$ cat config.mk
export PLATFORM = sky130hd
export DESIGN_NAME = icb_bank_slave_flat
export DESIGN_NICKNAME = d
export VERILOG_FILES = /design/src/rtl/icb_bank_slave_if.sv /design/src/rtl/icb_bank_slave.sv /design/src/flat_wrapper.sv
export SDC_FILE = /design/constraint.sdc
export NUM_CORES = 1
export LEC_CHECK = 0
export CAP_MARGIN = 25
export CORE_AREA = 3 3 104 106
export DETAILED_ROUTE_END_ITERATION = 12
export DIE_AREA = 0 0 107 109
export HOLD_SLACK_MARGIN = 0.1
export PLACE_DENSITY_LB_ADDON = 0.05
export SLEW_MARGIN = 20
export SYNTH_ARGS = -nofsm -noshare
export SYNTH_HDL_FRONTEND = slang
export SYNTH_SLANG_ARGS = --single-unit
$ cat constraint.sdc
create_clock -name clk -period 3.7 [get_ports clk]
set_input_delay 0.37 -clock clk [delete_from_list [all_inputs] [get_ports clk]]
set_output_delay 0.37 -clock clk [all_outputs]
set_load 0.005 [all_outputs]
$ cat src/rtl/icb_bank_slave_if.sv
// ICB command/response channel bundle shared by the bank slave and its master.
// The master drives commands and response-ready; the slave drives command-ready and responses.
interface icb_bank_slave_if #(
    parameter int DW = 32
);
    logic            icb_cmd_valid;
    logic            icb_cmd_ready;
    logic            icb_cmd_read;
    logic [31:0]     icb_cmd_addr;
    logic [DW-1:0]   icb_cmd_wdata;
    logic [DW/8-1:0] icb_cmd_wmask;
    logic            icb_rsp_valid;
    logic            icb_rsp_ready;
    logic [DW-1:0]   icb_rsp_rdata;
    logic            icb_rsp_err;

    modport master (
        output icb_cmd_valid, icb_cmd_read, icb_cmd_addr, icb_cmd_wdata, icb_cmd_wmask, icb_rsp_ready,
        input  icb_cmd_ready, icb_rsp_valid, icb_rsp_rdata, icb_rsp_err
    );

    modport slave (
        input  icb_cmd_valid, icb_cmd_read, icb_cmd_addr, icb_cmd_wdata, icb_cmd_wmask, icb_rsp_ready,
        output icb_cmd_ready, icb_rsp_valid, icb_rsp_rdata, icb_rsp_err
    );
endinterface

$ cat src/rtl/icb_bank_slave.sv
// ICB slave: CTRL/MODE/STATUS registers plus a word window routed to one of NUM_BANKS SRAMs.
// Latency: register/write response 1 cycle after accept, window read 2 cycles.
// Backpressure: one command in flight; cmd_ready drops until the response handshake completes.
module icb_bank_slave #(
    parameter logic [31:0] BASE_ADDR = 32'h1004_2000,
    parameter int          DW        = 32,
    parameter int          NUM_BANKS = 4,
    parameter int          DEPTH     = 4096,
    parameter int          AW        = $clog2(DEPTH)
) (
    input  logic            clk,
    input  logic            rst_n,
    icb_bank_slave_if.slave icb,
    output logic            mem_en,
    output logic            mem_we,
    output logic [3:0]      mem_bank,
    output logic [AW-1:0]   mem_addr,
    output logic [DW-1:0]   mem_wdata,
    output logic [DW/8-1:0] mem_wmask,
    input  logic [DW-1:0]   mem_rdata,
    output logic            ctrl_start,
    input  logic            acc_done
);
    localparam int          BW        = DW / 8;
    localparam int          BSH       = (BW > 1) ? $clog2(BW) : 0;
    localparam logic [31:0] WIN_BASE  = 32'h0000_1000;
    localparam logic [31:0] WIN_BYTES = 32'(DEPTH * BW);
    localparam logic [4:0]  NB        = 5'(NUM_BANKS);

    typedef enum logic [1:0] {IDLE, RD_WAIT, RSP} state_t;

    state_t        state_q;
    logic [3:0]    mode_q;
    logic          done_q, busy_q, start_q, rsp_err_q;
    logic [DW-1:0] rsp_rdata_q;

    logic [31:0]   offset, win_off;
    logic          hit_ctrl, hit_mode, hit_stat, hit_win, bank_ok;
    logic          accept, cmd_err, start_hit, stat_rd, rd_issue;
    logic [DW-1:0] rsp_rdata_d;

    always_comb begin
        offset      = icb.icb_cmd_addr - BASE_ADDR;
        win_off     = offset - WIN_BASE;
        hit_ctrl    = (offset == 32'h0);
        hit_mode    = (offset == 32'h4);
        hit_stat    = (offset == 32'h8);
        hit_win     = (offset >= WIN_BASE) && (win_off < WIN_BYTES);
        bank_ok     = ({1'b0, mode_q} < NB);
        accept      = icb.icb_cmd_valid && (state_q == IDLE);
        cmd_err     = !(hit_ctrl || hit_mode || hit_stat || hit_win)
                    || (hit_stat && !icb.icb_cmd_read)
                    || (hit_win && !bank_ok);
        start_hit   = accept && hit_ctrl && !icb.icb_cmd_read
                    && icb.icb_cmd_wmask[0] && icb.icb_cmd_wdata[0];
        stat_rd     = accept && hit_stat && icb.icb_cmd_read;
        mem_en      = accept && hit_win && bank_ok;
        rd_issue    = mem_en && icb.icb_cmd_read;
        mem_we      = !icb.icb_cmd_read;
        mem_bank    = mode_q;
        mem_addr    = win_off[BSH +: AW];
        mem_wdata   = icb.icb_cmd_wdata;
        mem_wmask   = icb.icb_cmd_wmask;
        // Register read data; STATUS returns the value before this access clears DONE.
        rsp_rdata_d = '0;
        if (icb.icb_cmd_read && hit_mode) rsp_rdata_d[3:0] = mode_q;
        if (icb.icb_cmd_read && hit_stat) rsp_rdata_d[1:0] = {busy_q, done_q};
    end

    always_ff @(posedge clk or negedge rst_n) begin
        if (!rst_n) begin
            state_q     <= IDLE;
            mode_q      <= '0;
            done_q      <= 1'b0;
            busy_q      <= 1'b0;
            start_q     <= 1'b0;
            rsp_err_q   <= 1'b0;
            rsp_rdata_q <= '0;
        end else begin
            start_q <= start_hit;
            // A completion landing on the same cycle as a clear must leave DONE set.
            if (acc_done)                    done_q <= 1'b1;
            else if (start_hit || stat_rd)   done_q <= 1'b0;
            if (start_hit)                   busy_q <= 1'b1;
            else if (acc_done)               busy_q <= 1'b0;
            if (accept && hit_mode && !icb.icb_cmd_read && icb.icb_cmd_wmask[0])
                mode_q <= icb.icb_cmd_wdata[3:0];
            unique case (state_q)
                IDLE: if (accept) begin
                    rsp_err_q   <= cmd_err;
                    rsp_rdata_q <= rsp_rdata_d;
                    state_q     <= rd_issue ? RD_WAIT : RSP;
                end
                RD_WAIT: begin
                    rsp_rdata_q <= mem_rdata;
                    state_q     <= RSP;
                end
                RSP: if (icb.icb_rsp_ready) begin
                    rsp_rdata_q <= '0;
                    rsp_err_q   <= 1'b0;
                    state_q     <= IDLE;
                end
                default: state_q <= IDLE;
            endcase
        end
    end

    assign icb.icb_cmd_ready = (state_q == IDLE);
    assign icb.icb_rsp_valid = (state_q == RSP);
    assign icb.icb_rsp_rdata = rsp_rdata_q;
    assign icb.icb_rsp_err   = rsp_err_q;
    assign ctrl_start        = start_q;
endmodule
$ cat src/flat_wrapper.sv
// flat-port wrapper written by rule: the top's interface ports become plain ports
module icb_bank_slave_flat 
#(
    parameter logic [31:0] BASE_ADDR = 32'h1004_2000,
    parameter int          DW        = 32,
    parameter int          NUM_BANKS = 4,
    parameter int          DEPTH     = 4096,
    parameter int          AW        = $clog2(DEPTH)
)
  (clk, rst_n, mem_en, mem_we, mem_bank, mem_addr, mem_wdata, mem_wmask, mem_rdata, ctrl_start, acc_done, icb_icb_cmd_valid, icb_icb_cmd_read, icb_icb_cmd_addr, icb_icb_cmd_wdata, icb_icb_cmd_wmask, icb_icb_rsp_ready, icb_icb_cmd_ready, icb_icb_rsp_valid, icb_icb_rsp_rdata, icb_icb_rsp_err);
  icb_bank_slave_if #(.DW(DW)) icb_i ();
  input  logic clk;
  input  logic rst_n;
  output logic mem_en;
  output logic mem_we;
  output logic [3:0] mem_bank;
  output logic [AW-1:0] mem_addr;
  output logic [DW-1:0] mem_wdata;
  output logic [DW/8-1:0] mem_wmask;
  input  logic [DW-1:0] mem_rdata;
  output logic ctrl_start;
  input  logic acc_done;
  input wire logic [$bits(icb_i.icb_cmd_valid)-1:0] icb_icb_cmd_valid;
  input wire logic [$bits(icb_i.icb_cmd_read)-1:0] icb_icb_cmd_read;
  input wire logic [$bits(icb_i.icb_cmd_addr)-1:0] icb_icb_cmd_addr;
  input wire logic [$bits(icb_i.icb_cmd_wdata)-1:0] icb_icb_cmd_wdata;
  input wire logic [$bits(icb_i.icb_cmd_wmask)-1:0] icb_icb_cmd_wmask;
  input wire logic [$bits(icb_i.icb_rsp_ready)-1:0] icb_icb_rsp_ready;
  output wire logic [$bits(icb_i.icb_cmd_ready)-1:0] icb_icb_cmd_ready;
  output wire logic [$bits(icb_i.icb_rsp_valid)-1:0] icb_icb_rsp_valid;
  output wire logic [$bits(icb_i.icb_rsp_rdata)-1:0] icb_icb_rsp_rdata;
  output wire logic [$bits(icb_i.icb_rsp_err)-1:0] icb_icb_rsp_err;
  assign icb_i.icb_cmd_valid = icb_icb_cmd_valid;
  assign icb_i.icb_cmd_read = icb_icb_cmd_read;
  assign icb_i.icb_cmd_addr = icb_icb_cmd_addr;
  assign icb_i.icb_cmd_wdata = icb_icb_cmd_wdata;
  assign icb_i.icb_cmd_wmask = icb_icb_cmd_wmask;
  assign icb_i.icb_rsp_ready = icb_icb_rsp_ready;
  assign icb_icb_cmd_ready = icb_i.icb_cmd_ready;
  assign icb_icb_rsp_valid = icb_i.icb_rsp_valid;
  assign icb_icb_rsp_rdata = icb_i.icb_rsp_rdata;
  assign icb_icb_rsp_err = icb_i.icb_rsp_err;
  icb_bank_slave #(.BASE_ADDR(BASE_ADDR), .DW(DW), .NUM_BANKS(NUM_BANKS), .DEPTH(DEPTH), .AW(AW)) u_core (.clk(clk), .rst_n(rst_n), .icb(icb_i), .mem_en(mem_en), .mem_we(mem_we), .mem_bank(mem_bank), .mem_addr(mem_addr), .mem_wdata(mem_wdata), .mem_wmask(mem_wmask), .mem_rdata(mem_rdata), .ctrl_start(ctrl_start), .acc_done(acc_done));
endmodule
==> results.sh <==
export IMPL_ys_ff_latch=42
export IMPL_hp_class="reg2reg"
export IMPL_synth_seq_area_share_pct=35.2
export IMPL_clock_latency_ps=300
export IMPL_slew_viol_final=0
export IMPL_port_buffers=133
export IMPL_rows=36
export IMPL_slew_headroom_pct=55.8
export IMPL_wire_per_inst_um=15.1
export IMPL_ys_async_sr_fraction_pct=100
export IMPL_synth_xor_area_share_pct=2.35
export IMPL_leakage_nw=2.05
export IMPL_die_x_um=107
export IMPL_synthCells=356
export IMPL_ctsHtreeMaxLevel=2
export IMPL_fin_skew_ps=6.73
export IMPL_crit_fanout=3
export IMPL_drive_gt1_share_pct=20.8
export IMPL_crit_type="in2out"
export IMPL_drtIter0Drc=116
export IMPL_cp_arrival_ps=3290
export IMPL_cts_sinks=42
export IMPL_dp_hpwl_um=7490
export IMPL_overflow=0
export IMPL_pre_cts_ws_ps=-887
export IMPL_final_common_cell="clkdlybuf4s50_1"
export IMPL_crit_top_cell="buf_6"
export IMPL_nNetsFinal=603
export IMPL_core_region_area_um2=9860
export IMPL_routed_wl_um=9440
export IMPL_synthAdderAreaFrac_pct=3.35
export IMPL_num_vias=2934
export IMPL_numCtsBuffers=5
export IMPL_status="finished, final reports clean"
export IMPL_syn_nets=470
export IMPL_final_setup_viol_count=0
export IMPL_crit_path_start_kind="primary input"
export IMPL_worstPathCellList="buf_6 -> buf_6 -> or4_4 -> or3_1 -> a22o_1 -> or3_4 -> or4b_4 -> a2111o_1 -> nor2_2 -> buf_2"
export IMPL_dr_pass1_iters=4
export IMPL_cts_tree="done"
export IMPL_powerDensity_nw_per_um2=306
export IMPL_synthFlopType="dfrtp_1"
export IMPL_clk_path_buf_depth=2
export IMPL_critPathMaxStageDelay_ps=540
export IMPL_synthMuxAreaShare_pct=1.51
export IMPL_fin_crit_sh_pct=99.0
export IMPL_rsz0062_at_grt="yes"
export IMPL_crit_buf_inv=3
export IMPL_ant_nets=0
export IMPL_initial_core_util_pct=30.3
export IMPL_hold_worst_slack_ps=468
export IMPL_hold_viol=0
export IMPL_die_area_um2=11700
export IMPL_multiInputGateArea_um2=1560
export IMPL_tightest_slew_ps=663
export IMPL_peakVddDrop_uv=172
export IMPL_grt_antenna_before_repair=0
export IMPL_min_period_ps=3660
export IMPL_cts_root_buffer="clkbuf_8"
export IMPL_netlist_area_um2=2990
export IMPL_ios=196
export IMPL_ys_top_cells_by_area="dfrtp_1, buf_4, nand2_1"
export IMPL_grt_pass1_wl_um=15300
export IMPL_drt_drc_violations_left=0
export IMPL_path_clk_slew_ps=80
export IMPL_diodes=0
export IMPL_finalWorstSetupSlack_ps=37.1
export IMPL_yosysUniqueCellTypes=57
export IMPL_fp_dieH_um=109
export IMPL_yosys_area_top_type="dfrtp_1"
export IMPL_end_kind="output pin"
export IMPL_fill_cells=958
export IMPL_synth_compound_area_share_pct=12.1
export IMPL_grt_pass1_vias=2990
export IMPL_grt_use_total_pct=16.4
export IMPL_required_ps=3330
export IMPL_syn2layout_area_growth_pct=56.3
export IMPL_synth_edff_count=0
export IMPL_yosysTopAreaCellShare_pct=35.2
export IMPL_crit_family="simple AND/OR/NAND/NOR gates"
export IMPL_tns_ps=0
export IMPL_syn_avg_cell_area_um2=8.39
export IMPL_mostFrequentLayoutCells="clkdlybuf4s50_1, nand2_1, buf_4"
export IMPL_cap_viol_max_count=0
export IMPL_via_per_inst=4.71
export IMPL_grt_max_degree=43
export IMPL_fmax_ghz=0.273
export IMPL_yosysWarnings=0
export IMPL_place_gp_congestion=0.872
export IMPL_synth_top_family_by_area="simple AND/OR/NAND/NOR gates"
export IMPL_cpMaxStageDelayCell="or4b_4"
export IMPL_seqCellArea_um2=1050
export IMPL_power_w=0.00143
export IMPL_synth_simple_area_share_pct=29.5
==> power by group <==
group          internal [W]  switching [W]
sequential         0.000488      0.0000180
clock              0.000202       0.000173
combinational      0.000267       0.000281
total              0.000957       0.000472
==> sequential cells by signal, summed over array words and instances, names as in the netlist <==
| name | cells |
|---|---|
| u_core.busy_q | 1 |
| u_core.icb.icb_rsp_rdata | 32 |
| u_core.mem_bank | 4 |
| u_core.state_q | 2 |
| u_core.icb.icb_rsp_err | 1 |
| u_core.done_q | 1 |
| u_core.ctrl_start | 1 |
==> cell usage after synthesis, types with 2 or more instances <==
| cell type | n |
|---|---|
| a211oi_1 | 2 |
| a21oi_1 | 6 |
| a22o_1 | 5 |
| a31oi_1 | 6 |
| a32oi_1 | 2 |
| and2b_1 | 2 |
| and2b_2 | 3 |
| buf_4 | 48 |
| buf_6 | 3 |
| clkbuf_1 | 10 |
| dfrtp_1 | 42 |
| ha_1 | 8 |
| inv_1 | 11 |
| mux2_2 | 4 |
| nand2_1 | 66 |
| nand3_1 | 38 |
| nand3b_1 | 2 |
| nand4_1 | 3 |
| nor2_1 | 16 |
| nor2b_1 | 3 |
| nor3_1 | 7 |
| nor3b_1 | 6 |
| nor4_1 | 7 |
| nor4b_1 | 2 |
| o211ai_1 | 2 |
| o21ai_0 | 8 |
| o31ai_1 | 2 |
| o41a_1 | 2 |
| or2_2 | 2 |
| or3_1 | 2 |
| or3_2 | 3 |
| or4_4 | 2 |
| xnor2_1 | 5 |
| xor2_1 | 3 |
==> stage by stage <==
step | instances | utilization [%] | area (µm²)
2_1_floorplan | 356 | - | 2990
6_report | 623 | 47.3 | 4670
3_5_place_dp | 609 | 44.7 | 4410
3_3_place_gp | 609 | 44.7 | 4410
5_1_grt | 623 | 47.3 | 4670
4_1_cts | 619 | 46.7 | 4610
==> cell type report <==
| class | instances | area share [%] |
|---|---|---|
| sequential | 42 | 22.5 |
| inverter | 11 | 0.884 |
| clock inverter | 3 | 0.938 |
| multi-input combinational | 241 | 33.4 |
| tap | 133 | 3.56 |
| clock buffer | 5 | 1.47 |
| timing repair buffer | 188 | 37.2 |
==> kinds of logic (layout without fill, tap and decap cells) <==
group                    count (synthesis)  count (layout)
AO/OA/AOI/OAI                           49              49
XOR/XNOR                                 8               8
adder cells (fa/ha/maj)                  8               8
buffers and inverters                   73             207
flip-flops                              42              42
multiplexers                             4               4
AND/OR/NAND/NOR                        172             172
==> tightest hold or removal path, cell delays in order, from the launching register on <==
cell and delay, ps:
dfrtp_1 340, nand2_1 50, nand2_1 50
==> repair_timing <==
action                                  CTS  global route
endpoints found under the setup margin    3             2
setup buffers                             2             2
hold buffers                              0             1
gates resized for setup                  40             7
hold endpoints to repair                  0            11
pin swaps                                14             6
==> path summary, 6_finish.rpt <==
check | startpoint | endpoint | slack (ps) | cells after the start
max | icb_icb_cmd_addr[13] | mem_en | 40 | 10
min | u_core.icb.icb_rsp_rdata[30] | u_core.icb.icb_rsp_rdata[30] | 470 | 2
max reg2reg | u_core.state_q[0] | u_core.icb.icb_rsp_rdata[30] | 1500 | 8
min reg2reg | u_core.icb.icb_rsp_rdata[30] | u_core.icb.icb_rsp_rdata[30] | 470 | 2
max in group asynchronous | rst_n | u_core.done_q | 2740 | 3
min in group asynchronous | rst_n | u_core.icb.icb_rsp_rdata[17] | 490 | 2
==> routing by layer <==
layer	routed length [µm]	vias up	part of all wire, %	GRT usage, %
met2	4560	82	48	27.9
met1	4140	1369	44	20.9
met5	0	-	0	0
met4	183	0	1.9	5.02
li1	-	1463	-	-
met3	550	20	5.8	3.55
(Power assumes the default switching activity.)
